==> src/rtl/stream_demux_pkg.sv <==
`default_nettype none
// ============================================================================
// Module      : stream_demux_pkg
// Description : Shared constants, types and helpers for the stream demux.
// Revision    : 1.0 - initial release
// ============================================================================
package stream_demux_pkg;

    // Entries held per output channel
    localparam int CH_DEPTH = 2;

    // Per-channel occupancy, 0..CH_DEPTH
    typedef logic [1:0] cnt_t;

    // Selector width for n channels; a single channel still needs one bit
    function automatic int sel_width(input int n);
        return (n <= 1) ? 1 : $clog2(n);
    endfunction

endpackage : stream_demux_pkg
`default_nettype wire

==> src/rtl/demux_chan_buf.sv <==
`default_nettype none
// ============================================================================
// Module      : demux_chan_buf
// Description : Two-entry per-channel FIFO with valid/ready output side.
//               Full is derived from the registered count only.
// Revision    : 1.0 - initial release
// ============================================================================
module demux_chan_buf
    import stream_demux_pkg::*;
#(
    parameter int W = 8
) (
    input  logic         clk,
    input  logic         rst_n,
    input  logic         push,
    input  logic [W-1:0] push_data,
    output logic         full,
    output logic         valid,
    input  logic         ready,
    output logic [W-1:0] data
);

    logic [W-1:0] r_mem [CH_DEPTH];
    logic         r_wr_ptr;
    logic         r_rd_ptr;
    cnt_t         r_cnt;
    logic         w_push;
    logic         w_pop;

    assign full   = (r_cnt == cnt_t'(CH_DEPTH));
    assign valid  = (r_cnt != '0);
    assign data   = r_mem[r_rd_ptr];

    // A push into a full buffer is ignored rather than corrupting the head
    assign w_push = push & ~full;
    assign w_pop  = valid & ready;

    // Storage, one-bit wrap pointers (depth is two) and occupancy count
    always_ff @(posedge clk or negedge rst_n) begin
        if (!rst_n) begin
            r_wr_ptr <= 1'b0;
            r_rd_ptr <= 1'b0;
            r_cnt    <= '0;
            for (int i = 0; i < CH_DEPTH; i++) begin
                r_mem[i] <= '0;
            end
        end else begin
            if (w_push) begin
                r_mem[r_wr_ptr] <= push_data;
                r_wr_ptr        <= ~r_wr_ptr;
            end
            if (w_pop) begin
                r_rd_ptr <= ~r_rd_ptr;
            end
            case ({w_push, w_pop})
                2'b10:   r_cnt <= r_cnt + 2'd1;
                2'b01:   r_cnt <= r_cnt - 2'd1;
                default: r_cnt <= r_cnt;
            endcase
        end
    end

endmodule : demux_chan_buf
`default_nettype wire

==> src/rtl/stream_demux.sv <==
`default_nettype none
// ============================================================================
// Module      : stream_demux
// Description : 1-to-N_CH streaming demultiplexer with valid/ready handshake,
//               two-entry buffering per channel and broadcast mode.
//               Out-of-range selectors are accepted, dropped and flagged.
// Revision    : 1.0 - initial release
// ============================================================================
module stream_demux
    import stream_demux_pkg::*;
#(
    parameter int N_CH  = 4,
    parameter int W     = 8,
    parameter int SEL_W = sel_width(N_CH)
) (
    input  logic              clk,
    input  logic              rst_n,
    input  logic              in_valid,
    output logic              in_ready,
    input  logic [W-1:0]      in_data,
    input  logic [SEL_W-1:0]  in_sel,
    input  logic              in_bcast,
    output logic [N_CH-1:0]   out_valid,
    input  logic [N_CH-1:0]   out_ready,
    output logic [N_CH*W-1:0] out_data,
    output logic              err_sel
);

    localparam int              c_sel_span = 1 << SEL_W;
    localparam logic [SEL_W:0]  c_n_ch     = (SEL_W + 1)'(N_CH);

    logic [N_CH-1:0]       w_full;
    logic [c_sel_span-1:0] w_full_ext;
    logic                  w_sel_ok;
    logic                  w_all_nonfull;
    logic                  w_fire;
    logic                  w_drop;
    logic [N_CH-1:0]       w_push;
    logic                  r_err_sel;

    assign w_sel_ok      = ({1'b0, in_sel} < c_n_ch);
    assign w_all_nonfull = ~|w_full;

    // Pad the full vector to the selector range so any in_sel indexes safely
    always_comb begin
        w_full_ext             = '0;
        w_full_ext[N_CH-1:0]   = w_full;
    end

    // Readiness uses registered counts only: no path from out_ready
    always_comb begin
        in_ready = 1'b1;
        if (in_bcast) begin
            in_ready = w_all_nonfull;
        end else if (w_sel_ok) begin
            in_ready = ~w_full_ext[in_sel];
        end
    end

    assign w_fire = in_valid & in_ready;
    assign w_drop = w_fire & ~in_bcast & ~w_sel_ok;

    // Push-enable fan-out: every channel on broadcast, decoded channel otherwise
    always_comb begin
        w_push = '0;
        for (int k = 0; k < N_CH; k++) begin
            w_push[k] = w_fire &
                        (in_bcast | (w_sel_ok & ({1'b0, in_sel} == (SEL_W + 1)'(k))));
        end
    end

    // One-cycle flag following each dropped out-of-range word
    always_ff @(posedge clk or negedge rst_n) begin
        if (!rst_n) begin
            r_err_sel <= 1'b0;
        end else begin
            r_err_sel <= w_drop;
        end
    end

    assign err_sel = r_err_sel;

    for (genvar k = 0; k < N_CH; k++) begin : g_chan
        demux_chan_buf #(
            .W (W)
        ) u_buf (
            .clk       (clk),
            .rst_n     (rst_n),
            .push      (w_push[k]),
            .push_data (in_data),
            .full      (w_full[k]),
            .valid     (out_valid[k]),
            .ready     (out_ready[k]),
            .data      (out_data[k*W +: W])
        );
    end

endmodule : stream_demux
`default_nettype wire

==> config.mk <==
export PLATFORM = sky130hd
export DESIGN_NAME = stream_demux
export DESIGN_NICKNAME = d
export VERILOG_FILES = /design/src/rtl/stream_demux_pkg.sv /design/src/rtl/demux_chan_buf.sv /design/src/rtl/stream_demux.sv
export SDC_FILE = /design/constraint.sdc
export NUM_CORES = 1
export LEC_CHECK = 0
export CORE_UTILIZATION = 54
export CTS_BUF_LIST = sky130_fd_sc_hd__clkbuf_16
export DETAILED_ROUTE_END_ITERATION = 8
export PLACE_DENSITY = 0.9
export SLEW_MARGIN = 20
export SYNTH_ARGS = -nofsm -noshare
export SYNTH_HDL_FRONTEND = slang
export SYNTH_SLANG_ARGS = --single-unit
==> constraint.sdc <==
create_clock -name clk -period 2.4 [get_ports clk]
set_input_delay 0.36 -clock clk [delete_from_list [all_inputs] [get_ports clk]]
set_output_delay 0.36 -clock clk [all_outputs]
set_load 0.01 [all_outputs]
==> summary.txt, run 1 <==
STA
  • Setup repair after global routing missed its margin: false
  • Pins over their slew limit: 0
  • Min cycle time layout: 2.23 ns
  • Slew margin rel.: 0.350
  • Clock Skew: about 0.006 ns
  • Setup-violating endpoint count in the final report: 0
  • Maximum achievable frequency: between 400 and 500 MHz
  • Hold slack: ~0.18 ns
  • Hold violation count in the final report: 0
  • Setup_tns: 0 ns
  • Slew @ Worst Pin: roughly 0.98 ns
  • Fraction of the cycle the final worst path needs: 0.931
  • Setup WS post-layout: 0.166 ns

Placed design
  • Pre-CTS worst setup slack: -0.250 ns
  • DPL Wire Length: ~5100 um
  • Routability congestion estimate from global placement: between 0.8 and 0.9
  • Port bufs: 54

Floorplan
  • FP Rows: 29
  • Width of the die: 85.2 um
  • DIE AREA: a little over 7000 um2
  • Die extent in y: roughly 85 um
  • Initial core utilization: 0.572
  • IO Count: between 50 and 60
  • Core area: around 6500 um2

Clocking
  • Clock Tree Buf Depth: 2
  • Clock-pin slew of the registers on the worst-case setup and hold paths: 0.06 ns
  • Number of buffers created by CTS: 9
  • CTS tree: done
  • Number of H-tree levels: 3
  • CTS Sinks: 80
  • CTS Root Buffer Type: clkbuf_16
  • Post-cts hold buffer count: 0
  • Worst-skew pair later-pin latency: 0.33 ns

Logic synthesis
  • Count of yosys warnings during synthesis: 0
  • Number of register bits inferred by synthesis: 80
  • Share of synthesized registers carrying an async set or reset: 1.00
  • Mean post-synth cell area: about 14 um2
  • Number of flops mapped to enable cells by yosys: 0
  • Summed instance area of the synthesized netlist: ~3700 um2
  • Main synth FF type: dfrtp_1
  • Post-synthesis cell type count: 34
  • Mapped Nets: roughly 280
  • Synth Instances: 260
  • Sequential cell area fraction in the yosys report: 0.536

Final layout
  • Layout cell share with drive strength beyond 1: 0.446
  • Total inserted antenna cells: 0
  • Post-layout nets: 351
  • Leading cell types in the layout, fill and taps excluded: mux2_2 (96), dfrtp_1 (80), clkdlybuf4s50_1 (50), buf_4 (17), xnor2_1 (12)
  • Layout overhead on the synthesized area: 28.3%
  • Commonest non-fill, non-tap cell in the layout: mux2_2

Critical path
  • Worst reg2reg path startpoint: g_chan[3].u_buf.r_cnt[0]
  • Largest fanout on the critical path: 7
  • Worst r2r dst: g_chan[3].u_buf.r_cnt[1]
  • Req. time, crit path: between 2 and 3 ns
  • Arrival time at the worst endpoint: ~2.5 ns
  • Worst-case register-to-register setup slack: between 0.15 and 0.2 ns
  • Crit path from: g_chan[3].u_buf.r_cnt[0]
  • Count of cells along the worst register-to-register path: 9
  • WS Path Type: flop to flop
  • Crit path capture type: flop
  • Kind of start point of the critical path: flop

Routing
  • Avg WL per Cell: around 19 um
  • Number of vias after detailed routing: around 2.3k
  • Vias per cell: about 5.5
  • Remaining antenna violation count after routing: 0
  • Count of routing violations after the opening detailed-route iteration: between 150 and 200
  • DRC violations left: 0
  • First-pass detailed-route iteration total: 4
  • Routed wire length: around 7600 um

Power and ir drop
  • P_leak: a little over 2 nW
  • Peak ir drop on the vdd network: between 800 and 900 uV
  • Power Density: about 1600 nW/um2

Global routing
  • Antenna violations before repair: 0
  • Combined global-route utilization of all metal layers: 0.231
  • First-pass GRT wire length: ~12000 um
  • Number of global-route vias before repair: ~2.4k
  • Maximum number of pins on one net before global-route repair: 81
  • Total overflow reported by the global router: 0

Flow run
  • Number of max-capacitance violations reported: 0

Worst hold path
  • Kind of path behind the tightest hold check: primary input to asynchronous set/reset pin

Outcome
  • Run status: finished clean
==> kinds of logic (layout without fill, tap and decap cells) <==
kind of cell    Yosys count  count (layout)  share of synthesized area
compound gates            8               8                     0.0154
buf+inv                  16              90                     0.0241
xor+xnor                 20              20                     0.0469
fa+ha+maj                 4               4                     0.0134
flops                    80              80                      0.536
simple gates             35              35                     0.0740
other cells               1               1                    0.00100
mux                      96              96                      0.289
==> layer usage <==
layer	global-route usage	part of all wire	vias to the layer above
met5	0	0	-
met4	0.0847	0.017	0
met3	0.0486	0.034	12
met2	0.375	0.49	54
met1	0.309	0.46	1158
li1	-	-	1055
==> cell type report <==
class / count / area, um2
fill: 420 / 1740
clock inverter: 7 / 111
tap: 77 / 96.3
timing repair buffer: 72 / 698
multi-input combinational: 164 / 1650
inverter: 2 / 7.51
clock buffer: 9 / 225
sequential: 80 / 2000
==> synthesized netlist by cell type, types with 3 or more instances <==
cell type	number	area [um2]
nor2_1	6	22.5
dfrtp_1	80	2000
a21oi_1	3	15.0
ha_1	4	50.1
buf_4	5	37.5
buf_2	3	15.0
and2b_2	3	26.3
or2_2	4	25.0
mux2_2	96	1080
clkbuf_1	5	18.8
xnor2_1	12	105
and2_1	4	25.0
xor2_1	8	70.1
nand3_1	4	20.0
==> flip-flops by register name (all words and copies together) (netlist names) <==
register,cells
g_chan.u_buf.r_mem,64
g_chan.u_buf.r_cnt,8
g_chan.u_buf.r_rd_ptr,4
g_chan.u_buf.r_wr_ptr,4
==> timing repair <==
action	4_1_cts	5_1_grt
resized for setup	3	2
gates cloned	0	0
buffers inserted	1	2
setup endpoints to repair	1	2
==> metrics by stage <==
step | utilization | std cells | cell area, um2 | power (mW)
after floorplan | - | 260 | 3740 | 4.48
after global placement | 0.678 | 392 | 4430 | 5.70
after detailed placement | 0.678 | 392 | 4430 | 5.84
after CTS | 0.731 | 409 | 4770 | 7.48
after global routing | 0.734 | 411 | 4790 | 7.86
final | 0.734 | 411 | 4790 | 7.46
==> power by group <==
group	switching (mW)	internal, mW	leakage, nW
Sequential	0.526	2.05	0.955
Clock	0.531	1.01	0.168
Combinational	1.21	2.14	0.949
Total	2.27	5.20	2.07
==> worst max-delay path, cell delays in order (launching register included) <==
cell and delay [ns]:
dfrtp_1 0.42, and4b_2 0.25, a211oi_2 0.24, o211a_4 0.20, buf_4 0.14, buf_4 0.15, nand3_1 0.11, ha_1 0.33
nor2_1 0.14, xor2_1 0.15
==> worst max-delay path by stage <==
stage / endpoint / slack [ns]
after floorplan: g_chan[1].u_buf.r_mem[0] / 0.42
after global placement: g_chan[0].u_buf.r_mem[12] / -0.13
after detailed placement: g_chan[3].u_buf.r_cnt[1] / -0.25
after CTS: in_ready / 0.005
after global routing: g_chan[3].u_buf.r_cnt[1] / 0.04
final: g_chan[3].u_buf.r_cnt[1] / 0.17
(Power assumes the default switching activity.)
==> run 2, diff against run 1 <==
CORE_MARGIN = 4   (was default)
SKIP_LAST_GASP = 1   (was default)
==> summary.txt, run 2 (synthesis results as in run 1) <==
STA
  • Clock Skew: 0.00781 ns (was 0.00584 ns)
  • Setup-violating endpoint count in the final report: 0 (unchanged)
  • Hold slack: 0.0224 ns (was 0.185 ns)
  • Hold violation count in the final report: 0 (unchanged)
  • Fraction of the cycle the final worst path needs: 0.923 (was 0.931)
  • Setup repair after global routing missed its margin: false (unchanged)
  • Pins over their slew limit: 0 (unchanged)
  • Min cycle time layout: 2.22 ns (was 2.23 ns)
  • Slew margin rel.: 0.621 (was 0.350)
  • Maximum achievable frequency: 451 MHz (was 448 MHz)
  • Slew @ Worst Pin: 0.568 ns (was 0.975 ns)

Clocking
  • CTS Sinks: 80 (unchanged)
  • Post-cts hold buffer count: 0 (unchanged)
  • Clock-pin slew of the registers on the worst-case setup and hold paths: 0.06 ns (about the same)
  • Number of buffers created by CTS: 9 (unchanged)
  • CTS Root Buffer Type: clkbuf_16 (unchanged)
  • Cts repair resizes: 0 (was 3)
  • CTS tree: done (unchanged)
  • Worst-skew pair later-pin latency: 0.33 ns (about the same)
  • Clock Tree Buf Depth: 2 (unchanged)
  • Buffers inserted during post-CTS setup optimization: 0 (was 1)
  • Number of H-tree levels: 3 (unchanged)

Global routing
  • First-pass GRT wire length: 13600 um (was 12500 um)
  • Total overflow reported by the global router: 0 (unchanged)
  • Combined global-route utilization of all metal layers: 0.213 (was 0.231)
  • Number of global-route vias before repair: 2543 (was 2423)
  • Maximum number of pins on one net before global-route repair: 45 (was 81)
  • Antenna violations before repair: 0 (unchanged)

Placed design
  • Placed instance count: 394 (was 392)
  • Port bufs: 54 (unchanged)
  • Routability congestion estimate from global placement: 0.804 (was 0.802)
  • DPL Wire Length: 5340 um (was 5080 um)

Routing
  • Avg WL per Cell: 19.9 um (was 18.6 um)
  • DRC violations left: 0 (unchanged)
  • Vias per cell: 5.58 (was 5.55)
  • Routed wire length: 8150 um (was 7630 um)
  • Count of routing violations after the opening detailed-route iteration: 85 (was 164)
  • First-pass detailed-route iteration total: 4 (unchanged)
  • Remaining antenna violation count after routing: 0 (unchanged)
  • Number of vias after detailed routing: 2288 (was 2279)

Critical path
  • Worst r2r dst: g_chan[3].u_buf.r_mem[4] (was g_chan[3].u_buf.r_cnt[1])
  • WS Path Type: primary input to flop (was flop to flop)
  • Kind of start point of the critical path: primary input (was flop)
  • Arrival time at the worst endpoint: 2.43 ns (was 2.49 ns)
  • Worst reg2reg path startpoint: g_chan[0].u_buf.r_cnt[0] (was g_chan[3].u_buf.r_cnt[0])
  • Worst-case register-to-register setup slack: 0.23 ns (was 0.17 ns)
  • Req. time, crit path: 2.61 ns (was 2.66 ns)
  • Count of cells along the worst register-to-register path: 7 (was 9)
  • Crit path capture type: flop (unchanged)
  • Largest fanout on the critical path: 8 (was 7)

Floorplan
  • FP Rows: 30 (was 29)
  • Width of the die: 91.2 um (was 85.2 um)
  • Core area: 6760 um2 (was 6530 um2)
  • DIE AREA: 8310 um2 (was 7260 um2)
  • Initial core utilization: 0.553 (was 0.572)
  • Die extent in y: 91.2 um (was 85.2 um)
  • IO Count: 56 (unchanged)

Final layout
  • Leading cell types in the layout, fill and taps excluded: mux2_2 (96), dfrtp_1 (80), clkdlybuf4s50_1 (52), xnor2_1 (12), buf_4 (12) (was mux2_2 (96), dfrtp_1 (80), clkdlybuf4s50_1 (50), buf_4 (17), xnor2_1 (12))
  • Register with the most flip-flops: g_chan.u_buf.r_mem (unchanged)
  • Layout cell share with drive strength beyond 1: 0.439 (was 0.446)
  • Post-layout nets: 347 (was 351)
  • Top flop regs: g_chan.u_buf.r_mem: 64 flops, g_chan.u_buf.r_cnt: 8 flops (unchanged)
  • Flip-flop count of the largest register after layout: 64 (unchanged)
  • Layout overhead on the synthesized area: 26.8% (was 28.3%)
  • Total inserted antenna cells: 0 (unchanged)
  • Commonest non-fill, non-tap cell in the layout: mux2_2 (unchanged)
  • Final non-filler cell total: 410 (was 411)

Power and ir drop
  • Total chip power: 7.27 mW (was 7.46 mW)
  • Power Density: 1530 nW/um2 (was 1560 nW/um2)
  • P_leak: 2.04 nW (was 2.07 nW)
  • Peak ir drop on the vdd network: 904 uV (was 876 uV)

Worst hold path
  • Kind of path behind the tightest hold check: primary input to asynchronous set/reset pin (unchanged)

Outcome
  • Run status: finished clean (unchanged)

Flow run
  • Number of max-capacitance violations reported: 0 (unchanged)
run 2: cell count changes in the layout (fill, tap and decap cells not counted):
cell             before  now
buf_12                2    3
buf_4                17   12
bufinv_16             3    1
clkdlybuf4s50_1      50   52
clkinv_2              1    0
clkinvlp_4            0    1
dlygate4sd2_1         2    0
inv_1                 3    2
inv_6                 0    3
o211a_1               0    1
o211a_4               1    0
o21ai_0               0    1
o21ai_1               1    0
run 2: area by class of cell:
type / count / area, um2
fill: 461 / 2020
sequential: 80 / 2000
multi-input combinational: 164 / 1640
timing repair buffer: 68 / 683
clock buffer: 9 / 225
tap: 80 / 100
clock inverter: 7 / 76.3
inverter: 2 / 7.51
run 2: worst max path at each step:
stage / start / to / slack, ns / depth (start not counted)
after CTS: in_sel[0] / in_ready / 0.001 / 5
after global routing: in_sel[0] / g_chan[3].u_buf.r_mem[4] / 0.08 / 8
final: in_sel[0] / g_chan[3].u_buf.r_mem[4] / 0.18 / 8
after global placement: in_sel[0] / g_chan[2].u_buf.r_mem[13] / -0.09 / 7
after floorplan: g_chan[0].u_buf.r_cnt[0] / g_chan[1].u_buf.r_mem[0] / 0.42 / 6
after detailed placement: in_sel[0] / g_chan[3].u_buf.r_mem[4] / -0.12 / 8
run 2: layer usage:
| metal | vias to the layer above | routed length [um] | track usage |
|---|---|---|---|
| li1 | 1047 | - | - |
| met1 | 1168 | 3560 | 0.272 |
| met2 | 59 | 4100 | 0.350 |
| met3 | 14 | 355 | 0.0655 |
| met4 | 0 | 130 | 0.0616 |
| met5 | - | 0 | 0 |
run 2: where the power goes:
| part | internal, mW | total (mW) | leakage (nW) | switching (mW) |
|---|---|---|---|---|
| combinational | 2.10 | 3.31 | 0.938 | 1.20 |
| sequential | 2.05 | 2.59 | 0.955 | 0.535 |
| clock | 0.815 | 1.38 | 0.144 | 0.566 |
run 2: metrics by stage:
stage	setup slack [ns]	setup TNS, ns	utilization	cell area (um2)
final	0.185	0	0.701	4740
after CTS	0.00108	0	0.701	4740
after global routing	0.0836	0	0.701	4740
after global placement	-0.0852	-2.32	0.656	4430
after floorplan	0.420	0	-	3740
after detailed placement	-0.124	-4.47	0.656	4430
run 2: critical path, stage by stage:
cell and delay (ns):
clkdlybuf4s50_1 0.51, and4bb_2 0.26, a211oi_2 0.16, o211a_1 0.21, buf_4 0.15, buf_4 0.12
nand4_2 0.27, mux2_2 0.38
